### src/rtl/riscp_pkg.sv
// riscp_pkg: widths, reset/vector addresses and the fetch FSM state encoding
// shared by the fetch stage of the 16-bit RISC core.
package riscp_pkg;

  localparam int              PC_W       = 12;
  localparam int              IR_W       = 16;
  localparam logic [PC_W-1:0] RESET_PC   = 12'h000;
  localparam logic [PC_W-1:0] IRQ_VECTOR = 12'h001;

  typedef enum logic [1:0] {
    ST_IDLE  = 2'd0,
    ST_FETCH = 2'd1,
    ST_FLUSH = 2'd2
  } fetch_state_e;

endpackage

### src/rtl/fetch_unit_return_stack.sv
// return_stack: circular LIFO of return addresses.
// Ports:
//   clk, rst_n      clock, async active-low reset
//   push, push_adr  write push_adr on top (overwrites oldest entry when full)
//   pop             discard the top entry (no movement when empty)
//   top             current top entry, 0 when empty
//   overflow        sticky: a push happened while full
//   underflow       sticky: a pop happened while empty
module return_stack #(
  parameter int DEPTH = 8,
  parameter int W     = 12
) (
  input  logic         clk,
  input  logic         rst_n,
  input  logic         push,
  input  logic [W-1:0] push_adr,
  input  logic         pop,
  output logic [W-1:0] top,
  output logic         overflow,
  output logic         underflow
);

  localparam int PTR_W = $clog2(DEPTH);

  logic [W-1:0]     mem [DEPTH];
  logic [PTR_W-1:0] ptr;    // next free slot; wraps so a full push overwrites the oldest
  logic [PTR_W:0]   count;
  logic             full;
  logic             empty;

  assign full  = (count == (PTR_W+1)'(DEPTH));
  assign empty = (count == '0);
  assign top   = empty ? '0 : mem[ptr - 1'b1];

  always_ff @(posedge clk or negedge rst_n) begin
    if (!rst_n) begin
      ptr       <= '0;
      count     <= '0;
      overflow  <= 1'b0;
      underflow <= 1'b0;
      for (int i = 0; i < DEPTH; i++) mem[i] <= '0;
    end else if (push) begin
      mem[ptr] <= push_adr;
      ptr      <= ptr + 1'b1;
      if (full) overflow <= 1'b1;
      else      count    <= count + 1'b1;
    end else if (pop) begin
      if (empty) begin
        underflow <= 1'b1;
      end else begin
        ptr   <= ptr - 1'b1;
        count <= count - 1'b1;
      end
    end
  end

endmodule

### src/rtl/fetch_unit.sv
// fetch_unit: instruction fetch stage. Runs req/ack fetches from instruction
// memory into a single-entry IR slot, redirects on branch / interrupt / RTI,
// and owns IE, EPC and the subroutine return stack.
// Ports:
//   clk, rst_n                       clock, async active-low reset
//   imem_req/adr/ack/data            instruction memory handshake
//   IR, PC, IR_valid                 instruction slot presented to decode
//   RTS_adr                          top of return stack
//   stall_d                          decode not accepting
//   branch_taken, branch_target      redirect for the instruction consumed
//   subroutine_call_d/return_d, IEN_d, IOF_d, RTI_d   decoder controls
//   irq                              level interrupt request
//   stk_overflow, stk_underflow      sticky stack error flags
//
// state | meaning
// IDLE  | in reset; leaves on the first clock after release
// FETCH | normal fetch; request whenever the IR slot is free or being consumed
// FLUSH | a redirected-away request is still pending; drop its data on ack
module fetch_unit
  #(
  parameter int              PC_W        = riscp_pkg::PC_W,
  parameter int              IR_W        = riscp_pkg::IR_W,
  parameter int              STACK_DEPTH = 8,
  parameter logic [PC_W-1:0] RESET_PC    = riscp_pkg::RESET_PC,
  parameter logic [PC_W-1:0] IRQ_VECTOR  = riscp_pkg::IRQ_VECTOR
) (
  input  logic            clk,
  input  logic            rst_n,
  output logic            imem_req,
  output logic [PC_W-1:0] imem_adr,
  input  logic            imem_ack,
  input  logic [IR_W-1:0] imem_data,
  output logic [IR_W-1:0] IR,
  output logic [PC_W-1:0] PC,
  output logic            IR_valid,
  output logic [PC_W-1:0] RTS_adr,
  input  logic            stall_d,
  input  logic            branch_taken,
  input  logic [PC_W-1:0] branch_target,
  input  logic            subroutine_call_d,
  input  logic            subroutine_return_d,
  input  logic            IEN_d,
  input  logic            IOF_d,
  input  logic            RTI_d,
  input  logic            irq,
  output logic            stk_overflow,
  output logic            stk_underflow
);

  import riscp_pkg::*;

  fetch_state_e    state;
  logic [PC_W-1:0] fetch_adr;
  logic [PC_W-1:0] flush_adr;   // address of the abandoned request, held while it drains
  logic [PC_W-1:0] epc;
  logic            ie;

  logic            irq_take;
  logic            consume;
  logic            redirect;
  logic [PC_W-1:0] redirect_adr;
  logic            load;

  // A taken interrupt squashes IR instead of consuming it, so it re-executes after RTI.
  assign irq_take = irq & ie & IR_valid & ~stall_d & ~branch_taken;
  assign consume  = IR_valid & ~stall_d & ~irq_take;
  assign redirect = (consume & branch_taken) | irq_take | (consume & RTI_d);

  always_comb begin
    redirect_adr = epc;
    if (irq_take)               redirect_adr = IRQ_VECTOR;
    if (consume & branch_taken) redirect_adr = branch_target;
  end

  always_comb begin
    imem_req = 1'b0;
    case (state)
      ST_FETCH: imem_req = ~IR_valid | consume;
      ST_FLUSH: imem_req = 1'b1;
      default:  imem_req = 1'b0;
    endcase
  end

  assign imem_adr = (state == ST_FLUSH) ? flush_adr : fetch_adr;
  assign load     = (state == ST_FETCH) & imem_req & imem_ack & ~redirect;

  always_ff @(posedge clk or negedge rst_n) begin
    if (!rst_n) begin
      state     <= ST_IDLE;
      fetch_adr <= RESET_PC;
      flush_adr <= RESET_PC;
      IR        <= '0;
      PC        <= '0;
      IR_valid  <= 1'b0;
    end else begin
      case (state)
        ST_IDLE: begin
          state     <= ST_FETCH;
          fetch_adr <= RESET_PC;
        end
        ST_FETCH: begin
          if (redirect) begin
            IR_valid  <= 1'b0;
            fetch_adr <= redirect_adr;
            if (imem_req & ~imem_ack) begin
              state     <= ST_FLUSH;
              flush_adr <= fetch_adr;
            end
          end else if (load) begin
            IR        <= imem_data;
            PC        <= fetch_adr;
            IR_valid  <= 1'b1;
            fetch_adr <= fetch_adr + 1'b1;
          end else if (consume) begin
            IR_valid <= 1'b0;
          end
        end
        ST_FLUSH: begin
          if (imem_ack) state <= ST_FETCH;
        end
        default: state <= ST_IDLE;
      endcase
    end
  end

  always_ff @(posedge clk or negedge rst_n) begin
    if (!rst_n) begin
      ie  <= 1'b0;
      epc <= '0;
    end else if (irq_take) begin
      ie  <= 1'b0;
      epc <= PC;
    end else if (consume) begin
      if (IEN_d | RTI_d) ie <= 1'b1;
      else if (IOF_d)    ie <= 1'b0;
    end
  end

  return_stack #(
    .DEPTH (STACK_DEPTH),
    .W     (PC_W)
  ) u_return_stack (
    .clk       (clk),
    .rst_n     (rst_n),
    .push      (consume & subroutine_call_d),
    .push_adr  (PC + 1'b1),
    .pop       (consume & subroutine_return_d),
    .top       (RTS_adr),
    .overflow  (stk_overflow),
    .underflow (stk_underflow)
  );

endmodule

### config.mk
export PLATFORM = sky130hd
export DESIGN_NAME = fetch_unit
export DESIGN_NICKNAME = d
export VERILOG_FILES = /design/src/rtl/riscp_pkg.sv /design/src/rtl/fetch_unit_return_stack.sv /design/src/rtl/fetch_unit.sv
export SDC_FILE = /design/constraint.sdc
export NUM_CORES = 1
export LEC_CHECK = 0
export BUFFER_PORTS_ARGS = -buffer_cell sky130_fd_sc_hd__clkbuf_2
export CORE_MARGIN = 2
export CORE_UTILIZATION = 37
export CTS_CLUSTER_DIAMETER = 30
export DETAILED_ROUTE_END_ITERATION = 16
export SLEW_MARGIN = 20
export SYNTH_ARGS = -nofsm -noshare
export SYNTH_HDL_FRONTEND = slang
export SYNTH_SLANG_ARGS = --single-unit
### constraint.sdc
create_clock -name clk -period 3.5 [get_ports clk]
set_input_delay 0.7 -clock clk [delete_from_list [all_inputs] [get_ports clk]]
set_output_delay 0.7 -clock clk [all_outputs]
set_load 0.05 [all_outputs]
Yosys cells after proc, flatten, opt, wreduce, memory -nomap -nowiden
Cells that the tools add are included.
{ "op_classes": {"add_sub_neg": 6, "magnitude_cmp": 3, "n_eq_ne": 9, "muxes": 32, "bitwise_logic": 27, "n_reduce_logical": 18} }
{ "op_table": {"columns": ["cell", "n"], "rows": [
  ["$mux 12", 9],
  ["$bwmux 96", 1],
  ["$bmux 12 s3", 1],
  ["$demux 12 s3", 1],
  ["$add 12x1->12 const B", 2],
  ["$pmux 12 s2", 1],
  ["$mux 4", 4],
  ["$reduce_and 3->1", 5],
  ["$and 1x1->1", 14],
  ["$reduce_and 2->1", 5],
  ["$mux 3", 3],
  ["$ge 4x4->1 const B", 2],
  ["$not 3->4", 2],
  ["$mux 1", 7],
  ["$not 1->1", 7],
  ["$mux 2", 3],
  ["$ne 2x2->1 const B", 3],
  ["$pmux 2 s3", 1],
  ["$reduce_bool 2->1", 3],
  ["$reduce_bool 3->1", 2],
  ["$add 4x1->4 const B", 1],
  ["$eq 4x4->1 const B", 1],
  ["$logic_not 4->1", 1],
  ["$lt 4x1->1 const B", 1],
  ["other kinds (11)", 15]
]} }
{ "totals": {"reg_bits": 173, "inputBits": 39, "output_inout_bits": 56, "wordCells": 115} }

Logic depth before layout (Yosys ltp)
Gate-level depths: netlist (run 1).
{ "depth": {"ltp_word": 14, "depth_mapped": 10, "depth_no_buf": 9} }

Cells and area by module
From an unflattened synthesis (run 1), not the netlist that was laid out.
{ "hier_totals": {"cells_unflattened": 647, "hier_area_um2": 8476.9} }
{ "modules_own_cells": {"columns": ["module", "n_inst", "cells_per_inst", "area_each_um2", "seq_area_each_um2"], "rows": [
  ["return_stack", 1, 330, 4971.0, 2627.5],
  ["fetch_unit", 1, 317, 3505.9, 1701.6]
]} }

Worst setup path before layout (run 1)
No wires, ideal clock.
{ "synth_path": {"path_kind": "reg2out", "start": "register u_return_stack.ptr[1]", "end": "output RTS_adr[10]", "t_arrival_ns": 2.569, "t_required_ns": 2.800, "setup_slack_ns": 0.231, "path_stages_with_launch": 8, "n_path_buf": 2, "path_cell_list": "dfrtp_1 inv_1 ha_1 buf_1 clkbuf_1 mux4_2 nand2_1 a21oi_1"} }
{ "synth_between": {"elab_chain_cells": 6} }
{ "synth_lines": {"columns": ["item", "line_no", "source"], "rows": [
  ["start, declared", "fetch_unit_return_stack.sv:26", "logic [PTR_W-1:0] ptr;"],
  ["start signal, assigned", "fetch_unit_return_stack.sv:44", "ptr <= ptr + 1'b1;"],
  ["start signal, assigned", "fetch_unit_return_stack.sv:51", "ptr <= ptr - 1'b1;"],
  ["$sub 3x1->3", "fetch_unit_return_stack.sv:33", "assign top = empty ? '0 : mem[ptr - 1'b1];"],
  ["$not 3->4 (not written as such)", "fetch_unit_return_stack.sv:33", null],
  ["$bmux 12 s3", "fetch_unit_return_stack.sv:33", null],
  ["$mux 12 (not written as such) (2 in a row)", "fetch_unit_return_stack.sv:33", null],
  ["$mux 12", "fetch_unit_return_stack.sv:33", null],
  ["end, declared", "fetch_unit.sv:36", "output logic [PC_W-1:0] RTS_adr,"]
]} }
No other way between the ends. The select of a mux whose other input is x is not followed.

Worst setup path after layout (run 1)
{ "layout_path": {"start": "register u_return_stack.ptr[1]", "end": "output RTS_adr[0]"} }
Same word-level chain as after synthesis.

==> results of run 1 <==
[synth_stat cells (all sizes together) (2+ instances only)]
cell	n	area share [%]
a21oi	66	4.0
o31ai	3	0.27
a41oi	3	0.32
clkbuf	26	1.2
or3	4	0.30
or4	2	0.18
nor3	5	0.56
o21a	3	0.27
a221oi	2	0.21
buf	19	1.2
nor2	70	3.3
xnor2	9	0.96
a22oi	3	0.27
mux4	24	6.6
a2bb2oi	2	0.21
a211oi	3	0.27
nand4	7	0.53
nor2b	5	0.38
o211ai	2	0.18
nor4	3	0.38
nand3	11	0.67
xor2	8	0.85
mux2	72	9.9
inv	11	0.50
o21ai	72	4.4
a21o	5	0.46
and4	2	0.21
o311ai	3	0.32
o32ai	2	0.30
nand3b	2	0.18
ha	10	1.5
dfrtp	173	53
nand2b	2	0.15
o22ai	2	0.15
nand2	90	4.1
o32a	2	0.24
[kinds of logic after synthesis]
group           after synthesis  share of synthesized area [%]
fa+ha+maj                    11                          1.766
mux                          97                          16.57
buf+inv                      56                          2.908
xor+xnor                     17                          1.812
simple gates                208                          11.42
flops                       173                          52.68
compound gates              182                          12.85
[routing by layer]
metal,global-route usage [%],vias to the layer above,part of all wire [%]
met4,4.365,0,0.96
li1,-,2858,-
met3,3.771,17,4.1
met1,23.92,2946,47
met2,28.61,131,48
met5,0,-,0
[sequential cells by signal (all words and copies together) (netlist names)]
name / cells
u_return_stack.ptr: 3
fetch_adr: 12
ie: 1
flush_adr: 12
IR: 16
epc: 12
u_return_stack.count: 4
u_return_stack.mem: 96
PC: 12
IR_valid: 1
u_return_stack.underflow: 1
state: 2
u_return_stack.overflow: 1
[stage by stage]
step	total power [mW]	setup slack (ns)	instances	utilization, %
3_5_place_dp	7.270	0.4745	1098	42.46
3_3_place_gp	7.206	0.5492	1098	42.46
2_1_floorplan	5.812	0.2309	744	-
4_1_cts	9.254	0.06447	1129	45.22
6_report	9.176	0.2258	1129	45.22
5_1_grt	9.661	0.1155	1129	45.22
[power groups by stage]
stage	Combinational [mW]	Sequential, mW	Clock, mW
detailed placement	4.15	3.12	0
finish	4.12	3.09	1.96
floorplan	2.36	3.45	0
global route	4.40	3.18	2.08
global placement	4.10	3.11	0
CTS	4.16	3.09	2.00
[cell type report]
cell class | count | area (µm²)
tap | 280 | 350.3
multi-input combinational | 515 | 3674
clock inverter | 13 | 163.9
fill | 2038 | 11950
inverter | 11 | 41.29
timing repair buffer | 119 | 869.6
sequential | 173 | 4332
clock buffer | 18 | 439.2
[worst max path at each step]
stage	start	endpoint	slack (ns)	cells after the start
after floorplan	u_return_stack.ptr[1]	RTS_adr[10]	0.23	7
after global placement	branch_taken	u_return_stack.mem[7]	0.55	8
after detailed placement	branch_taken	u_return_stack.mem[0]	0.47	8
after CTS	u_return_stack.ptr[1]	RTS_adr[5]	0.06	7
after global routing	u_return_stack.ptr[1]	RTS_adr[0]	0.12	7
final	u_return_stack.ptr[1]	RTS_adr[0]	0.23	7
[worst max-delay path: stages (launching register included)]
cell	delay [ns]
dfrtp_2	0.47
inv_1	0.12
ha_1	0.49
buf_4	0.29
mux4_2	0.22
nand2_1	0.06
a21oi_1	0.30
buf_12	0.18
[timing repair]
action	4_1_cts	5_1_grt
setup endpoints to repair	0	3
endpoints found under the hold margin	0	0
resized for setup	0	1
buffers inserted	0	0
==> key figures, run 1 <==
Clocking
  – CTS Sinks: ~170
  – CTS Buf Count: 17
  – CTS HTree Levels: 4
  – CTS tree: built
  – Root buf cell: clkbuf_16
  – Deepest clock path buffer count: 2
  – CTS clk-pin slew, worst paths: approximately 0.07 ns
  – Worst-Skew Late Latency: between 0.4 and 0.5 ns
  – Hold_buf cts: 0

STA
  – Hold Slack: between 0.3 and 0.4 ns
  – Clock skew: between 0.009 and 0.01 ns
  – RSZ-0062 raised after global routing: false
  – Fmax: 305.4 MHz
  – Slew @ Worst Pin: between 0.7 and 0.8 ns
  – Minimum clock period: roughly 3.3 ns
  – Final hold violations: 0
  – Final Max Tran Viols: 0
  – Setup TNS: 0 ns
  – Relative slew slack: a little under half
  – Period utilization: 93.55%
  – Endpoints failing setup: 0

Synthesis
  – Seq cells post-synth: between 150 and 200
  – Primary FF master, synth: dfrtp_1
  – Post-synth EDFFs: 0
  – Yosys warning total: 0
  – Synth async-reset ratio: between 90% and 100%
  – Post-synthesis cell count: ~740
  – Syn Nets: around 790
  – Post-Syn Area: a little over 8000 µm²
  – Cell variety after synth: just over 60
  – Register area share after synthesis: between 50% and 60%
  – Synth Area per Inst: approximately 11 µm²

Floorplan
  – Width of the die: 153.0 µm
  – Die height: between 150 and 200 µm
  – Initial Util: 37.66%
  – Boundary Pins: 95
  – Die footprint: approximately 23000 µm²
  – Cell Rows: 54
  – CORE AREA: around 22000 µm²

Final layout
  – Total Nets Final: approximately 890
  – Area Growth Syn to Fin: 20.10%
  – Cell area after layout: approximately 9900 µm²
  – Share of layout cells above drive strength 1: ~30%
  – Most common cell after layout, fill and taps aside: dfrtp_1
  – Ant diodes: 0
  – Commonest non-fill, non-tap cells in the layout: 171 x dfrtp_1, 90 x nand2_1, 81 x clkbuf_2

Setup path
  – R2R Path Start: state[0]
  – Crit. End Element: primary output
  – Crit path kind: register to primary output
  – WP data required: between 2 and 3 ns
  – CP max FO: 12
  – Reg2reg path depth: 7
  – CP Data Arrival Time: about 2.6 ns
  – Worst r2r dst: IR[6]
  – Startpoint type of the worst setup path: register
  – Internal reg-to-reg setup slack: approximately 0.92 ns

Min path
  – Worst Hold Class: primary input to asynchronous set/reset pin

Place
  – Final HPWL DP: 13.77 mm
  – Port bufs: between 90 and 100
  – Dpl cell area: just over 9000 µm²
  – Routability Congestion: approximately 0.84

Power and ir drop
  – Clk pwr share: between 20% and 30%
  – Reg power frac: about 34%
  – P per Cell Area: a little over 900 nW/µm²
  – Net Sw Frac: 42.05%
  – Leak: 4.418 nW
  – Max rail drop VDD: approximately 0.00048 V
  – Gate power share: 45.0%
  – Internal power: about 5.3 mW
  – Switching power: 3.858 mW

GRT
  – Initial antenna violation count: 0
  – GRT Resource Usage Total: 17.52%
  – Largest net degree at the start of global routing: 84
  – Grt total ovfl: 0
  – Vias in the first global route: between 5k and 6k
  – First-pass GRT wire length: ~33 mm

Route
  – DR iter-0 viols: approximately 270
  – Drt total wl: between 15 and 20 mm
  – Antenna-violating nets left: 0
  – DR WL/cell: roughly 18 µm
  – Via density: ~5.3
  – DRC Markers: 0
  – TritonRoute pass-1 iters: 4
  – Routed vias: 5952

Job
  – Max_cap viols: 0

Outcome
  – Status: complete, no violations
Note: power is estimated with default switching activity, not from simulation.
==> run 2: changes to the inputs <==
--- a/config.mk
+++ b/config.mk
@@ -7,10 +7,12 @@
 export LEC_CHECK = 0
 export BUFFER_PORTS_ARGS = -buffer_cell sky130_fd_sc_hd__clkbuf_2
 export CORE_MARGIN = 2
-export CORE_UTILIZATION = 37
+export CORE_UTILIZATION = 50
 export CTS_CLUSTER_DIAMETER = 30
 export DETAILED_ROUTE_END_ITERATION = 16
-export SLEW_MARGIN = 20
+export PLACE_DENSITY = 0.7
+export SETUP_SLACK_MARGIN = 0.15
+export SLEW_MARGIN = 40
 export SYNTH_ARGS = -nofsm -noshare
 export SYNTH_HDL_FRONTEND = slang
 export SYNTH_SLANG_ARGS = --single-unit
==> key figures, run 2 (synthesis gave the netlist of run 1 again) <==
Route
  – Via density: approximately 5.8
  – Drt total wl: roughly 19 mm
  – TritonRoute pass-1 iters: 5
  – Antenna-violating nets left: 0
  – Routed vias: 6198
  – Metal-1 WL: about 8 mm
  – DR WL/cell: 18.33 µm
  – Highest Signal Layer: met4
  – DRC Markers: 0
  – Met2 WL post-DR: 9.683 mm
  – Metal3 WL: approximately 1.2 mm
  – DR iter-0 viols: 432

Floorplan
  – Boundary Pins: 95
  – Die height: approximately 130 µm
  – Initial Util: slightly above 50%
  – Width of the die: approximately 130 µm
  – Die footprint: ~17000 µm²
  – Cell Rows: 46
  – CORE AREA: about 16000 µm²

Setup path
  – Crit. End Element: primary output
  – Crit path kind: register to primary output
  – CP max FO: 24
  – Crit path cell chain: inv_1 > ha_1 > buf_4 > mux4_2 > nand2_1 > a21oi_1 > buf_12
  – Startpoint type of the worst setup path: register
  – Slowest stage cell, crit path: dfrtp_2
  – WP data required: about 2.8 ns
  – Slowest stage delay, CP: about 0.48 ns
  – CP Data Arrival Time: ~2.6 ns

Power and ir drop
  – Net Sw Frac: 41.99%
  – Switching power: between 3 and 4 mW
  – Clk pwr share: 21.1%
  – Reg power frac: about a third
  – Gate power share: between 40 and 50%
  – Max rail drop VDD: 0.0004862 V
  – Internal power: approximately 5.3 mW
  – Leak: between 4 and 5 nW
  – P per Cell Area: just over 900 nW/µm²
  – Tot Pwr: 9.121 mW

Final layout
  – Share of layout cells above drive strength 1: between 20% and 30%
  – Ant diodes: 0
  – Multi-input logic area: 3674 µm²
  – Cell area after layout: 9744 µm²
  – Most common cell after layout, fill and taps aside: dfrtp_1
  – Area Growth Syn to Fin: 18.57%
  – Commonest non-fill, non-tap cells in the layout: 172 x dfrtp_1, 90 x nand2_1, 81 x clkbuf_2
  – Fillcell total: 1341
  – Largest reg by FF count: u_return_stack.mem
  – Max reg flops: 96
  – Reg area: around 4300 µm²
  – Biggest regs: u_return_stack.mem (96), IR (16)
  – Total Nets Final: between 800 and 900

STA
  – RSZ-0062 raised after global routing: false
  – Clock skew: just under 0.008 ns
  – Setup TNS: 0 ns
  – Relative slew slack: between 40% and 50%
  – Fmax: ~300 MHz
  – Final hold violations: 0
  – Period utilization: approximately 93%
  – Minimum clock period: 3.255 ns
  – Endpoints failing setup: 0
  – Final Max Tran Viols: 0
  – Slew @ Worst Pin: 0.8124 ns

Job
  – Max_cap viols: 0

Clocking
  – CTS clk-pin slew, worst paths: approximately 0.060 ns
  – CTS Buf Count: 17
  – Postcts setup bufs: 0
  – Deepest clock path buffer count: 2
  – CTS tree: built
  – Worst-Skew Late Latency: 0.42 ns
  – CTS Sinks: between 150 and 200
  – CTS HTree Levels: 4
  – Root buf cell: clkbuf_16

GRT
  – Vias in the first global route: roughly 6.4k
  – First-pass GRT wire length: around 33 mm
  – Largest net degree at the start of global routing: 77
  – Initial antenna violation count: 0
  – Grt total ovfl: 0
  – GRT Resource Usage Total: roughly a quarter

Place
  – Dpl cell area: 9134 µm²
  – Final HPWL DP: between 10 and 15 mm
  – Port bufs: 94
  – Routability Congestion: 0.8718

Min path
  – Worst Hold Class: primary input to asynchronous set/reset pin

Outcome
  – Status: complete, no violations
## run 2: cell count changes in the layout (fill, tap and decap cells not counted)
cell,previous run,this run
dfrtp_1,171,172
clkbuf_8,1,4
buf_12,14,13
bufinv_16,3,2
buf_4,23,19
dfrtp_2,2,1
clkinvlp_4,5,2
inv_6,2,4
## run 2: cell type report
type | instances | share of cell area, %
well taps | 216 | 2.773
inverters | 11 | 0.4237
clock inverters | 11 | 1.323
clock buffers | 21 | 4.931
flip-flops and latches | 173 | 44.44
multi-input cells | 515 | 37.70
repair buffers | 114 | 8.410
## run 2: through the flow
stage                     hold WS (ns)  setup slack, ns  utilization (%)  instances
after global placement          0.4501           0.5384            57.08       1029
final                           0.2987           0.2451            60.90       1061
after CTS                       0.3262           0.2324            60.90       1061
after floorplan                 0.4044           0.2309                -        744
after detailed placement        0.4552           0.4701            57.08       1029
after global routing            0.3346           0.1507            60.90       1061
## run 2: per-layer routing
metal	vias to the layer above	global-route usage [%]
met2	238	38.63
met3	35	4.767
met4	0	8.602
met5	-	0
met1	3082	30.71
li1	2843	-
## run 2: final timing paths
path | depth (start not counted) | from | slack, ns | to
setup / recovery | 7 | u_return_stack.ptr[1] | 0.25 | RTS_adr[4]
hold / removal | 1 | rst_n | 0.30 | u_return_stack.underflow
setup reg to reg | 9 | state[1] | 0.87 | IR[7]
hold reg to reg | 1 | u_return_stack.overflow | 0.46 | u_return_stack.overflow
max in group asynchronous | 2 | rst_n | 2.36 | fetch_adr[3]
min in group clk | 1 | u_return_stack.overflow | 0.46 | u_return_stack.overflow
## run 2: power by group through the flow
stage                     clock network [mW]  registers, mW  logic (mW)
after floorplan                            0           3.45        2.36
after global placement                     0           3.06        4.02
after detailed placement                   0           3.11        4.10
after CTS                               1.96           3.08        4.13
after global routing                    2.05           3.17        4.39
final                                   1.92           3.09        4.11
## run 2: worst max-delay path: cells and delay by family, from the launching register on
family	cells	cell delay, ns
AOI/OAI and AO/OA	1	0.30
muxes	1	0.27
and+or+nand+nor	1	0.06
adders and majority gates	1	0.33
buffers and inverters	3	0.68
DFF	1	0.48
## run 2: what timing repair did
action                                  in CTS  in global routing
endpoints found under the setup margin       9                  0
endpoints found under the hold margin        0                  0
gates resized for setup                      1                  0
hold buffers                                 0                  0
==> run 3: changes to the inputs <==
--- a/config.mk
+++ b/config.mk
@@ -7,10 +7,10 @@
 export LEC_CHECK = 0
 export BUFFER_PORTS_ARGS = -buffer_cell sky130_fd_sc_hd__clkbuf_2
 export CORE_MARGIN = 2
-export CORE_UTILIZATION = 50
+export CORE_UTILIZATION = 40
 export CTS_CLUSTER_DIAMETER = 30
 export DETAILED_ROUTE_END_ITERATION = 16
-export PLACE_DENSITY = 0.7
+export RECOVER_POWER = 100
 export SETUP_SLACK_MARGIN = 0.15
 export SLEW_MARGIN = 40
 export SYNTH_ARGS = -nofsm -noshare
==> key figures, run 3 (synthesis gave the netlist of run 1 again) <==
Outcome
  – Status: complete, no violations

STA
  – Clock skew: about 0.0098 ns
  – Setup TNS: 0 ns
  – Final hold violations: 0
  – Fmax: between 300 and 400 MHz
  – Endpoints failing setup: 0
  – Minimum clock period: about 3.3 ns
  – Relative slew slack: approximately 2.5%
  – Period utilization: 93.04%
  – RSZ-0062 raised after global routing: false
  – Slew @ Worst Pin: between 1 and 1.5 ns
  – Final Max Tran Viols: 0

Clocking
  – Hold_buf cts: 0
  – Worst-Skew Late Latency: between 0.4 and 0.5 ns
  – CTS tree: built
  – CTS Sinks: about 170
  – CTS HTree Levels: 4
  – Root buf cell: clkbuf_16
  – CTS clk-pin slew, worst paths: about 0.06 ns
  – Deepest clock path buffer count: 2
  – CTS Buf Count: 17

GRT
  – Busiest metal layer after global routing: met2
  – M2 GR Usage: a little under a third
  – Grt total ovfl: 0
  – First-pass GRT wire length: around 32 mm
  – GRT met1 Usage: ~25%
  – Initial antenna violation count: 0
  – Largest net degree at the start of global routing: 95
  – GRT Resource Usage Total: a little under a fifth
  – Met3 Track Usage GR: under 10%
  – Vias in the first global route: ~5.9k

Power and ir drop
  – Net Sw Frac: between 40% and 50%
  – Clk pwr share: between 20% and 30%
  – Internal power: 5.178 mW
  – Reg power frac: 34.0%
  – Max rail drop VDD: about 0.00036 V
  – Gate power share: around 44%
  – Leak: around 4.3 nW
  – Switching power: 3.807 mW
  – P per Cell Area: slightly above 900 nW/µm²
  – Tot Pwr: about 9.0 mW

Floorplan
  – Die footprint: approximately 22000 µm²
  – Width of the die: ~150 µm
  – Initial Util: about two fifths
  – Die height: 147.3 µm
  – CORE AREA: 20170 µm²
  – Boundary Pins: 95
  – Cell Rows: between 50 and 60

Final layout
  – Total Nets Final: 887
  – Biggest regs: u_return_stack.mem (96), IR (16)
  – Reg area: 4332 µm²
  – Most common cell after layout, fill and taps aside: dfrtp_1
  – Max reg flops: 96
  – Multi-input logic area: 3645 µm²
  – Share of layout cells above drive strength 1: 22.47%
  – Commonest non-fill, non-tap cells in the layout: 171 x dfrtp_1, 90 x nand2_1, 69 x o21ai_0, 69 x nor2_1, 68 x mux2_2
  – Area Growth Syn to Fin: 17.90%
  – Ant diodes: 0
  – Fillcell total: 1939
  – Largest reg by FF count: u_return_stack.mem

Route
  – DR WL/cell: ~17 µm
  – TritonRoute pass-1 iters: 5
  – Via density: between 5 and 6
  – Drt total wl: 19.59 mm
  – Routed vias: between 5k and 6k
  – DR iter-0 viols: roughly 310
  – DRC Markers: 0
  – Antenna-violating nets left: 0

Setup path
  – WP data required: about 2.8 ns
  – Crit. End Element: primary output
  – CP Data Arrival Time: approximately 2.6 ns
  – Startpoint type of the worst setup path: register
  – Crit path kind: register to primary output
  – CP max FO: 15

Place
  – Port bufs: 94
  – Routability Congestion: roughly 0.85
  – Final HPWL DP: 13.40 mm

Job
  – Max_cap viols: 0

Min path
  – Worst Hold Class: register to register
[run 3: area by class of cell]
type                            instances  area share [%]
Sequential cell                       173           44.71
Multi-Input combinational cell        515           37.62
Timing Repair Buffer                  119           7.477
Clock buffer                           17           4.390
Tap cell                              270           3.487
Clock inverter                         15           1.898
Inverter                               11          0.4261
[run 3: timing repair]
| item | in CTS | in global routing |
|---|---|---|
| setup buffers | 0 | 0 |
| gates resized for setup | 0 | 1 |
| setup endpoints to repair | 0 | 11 |
[run 3: final timing paths]
path                                     startpoint                       end  slack [ns]  cells after the start
setup / recovery              u_return_stack.ptr[1]                RTS_adr[2]        0.24                      7
hold / removal             u_return_stack.underflow  u_return_stack.underflow        0.47                      1
setup reg to reg                           IR_valid              flush_adr[8]        0.60                      6
hold reg to reg            u_return_stack.underflow  u_return_stack.underflow        0.47                      1
max in group asynchronous                     rst_n                     IR[7]        0.70                      3
min in group asynchronous                     rst_n    u_return_stack.mem[13]        0.61                      1
[run 3: through the flow]
step | util [%] | instance area (µm²) | instances | hold WS (ns) | setup slack (ns)
6_report | 48.04 | 9689 | 1120 | 0.4699 | 0.2438
5_1_grt | 48.04 | 9689 | 1120 | 0.4764 | 0.09398
4_1_cts | 48.82 | 9846 | 1119 | 0.3281 | 0.1730
3_5_place_dp | 45.79 | 9236 | 1087 | 0.4599 | 0.4438
3_3_place_gp | 45.78 | 9233 | 1087 | 0.4559 | 0.4899
2_1_floorplan | - | 8218 | 744 | 0.4044 | 0.2309
[run 3: routing by layer]
| metal | share of wire [%] | vias up |
|---|---|---|
| li1 | - | 2860 |
| met1 | 45 | 2877 |
| met2 | 50 | 139 |
| met3 | 4.4 | 19 |
| met4 | 1.1 | 0 |
| met5 | 0 | - |
[run 3: power by group through the flow]
stage	combinational, mW	sequential, mW	clock (mW)
floorplan	2.36	3.45	0
global placement	4.11	3.08	0
detailed placement	4.14	3.10	0
CTS	4.16	3.06	2.02
global route	4.26	3.14	2.11
finish	3.95	3.06	1.98
[run 3: worst max-delay path: stages (launching register included)]
cell	delay, ns
dfrtp_2	0.46
inv_1	0.12
ha_1	0.36
buf_4	0.28
mux4_2	0.23
nand2_1	0.07
a21oi_1	0.16
dlymetal6s2s_1	0.44
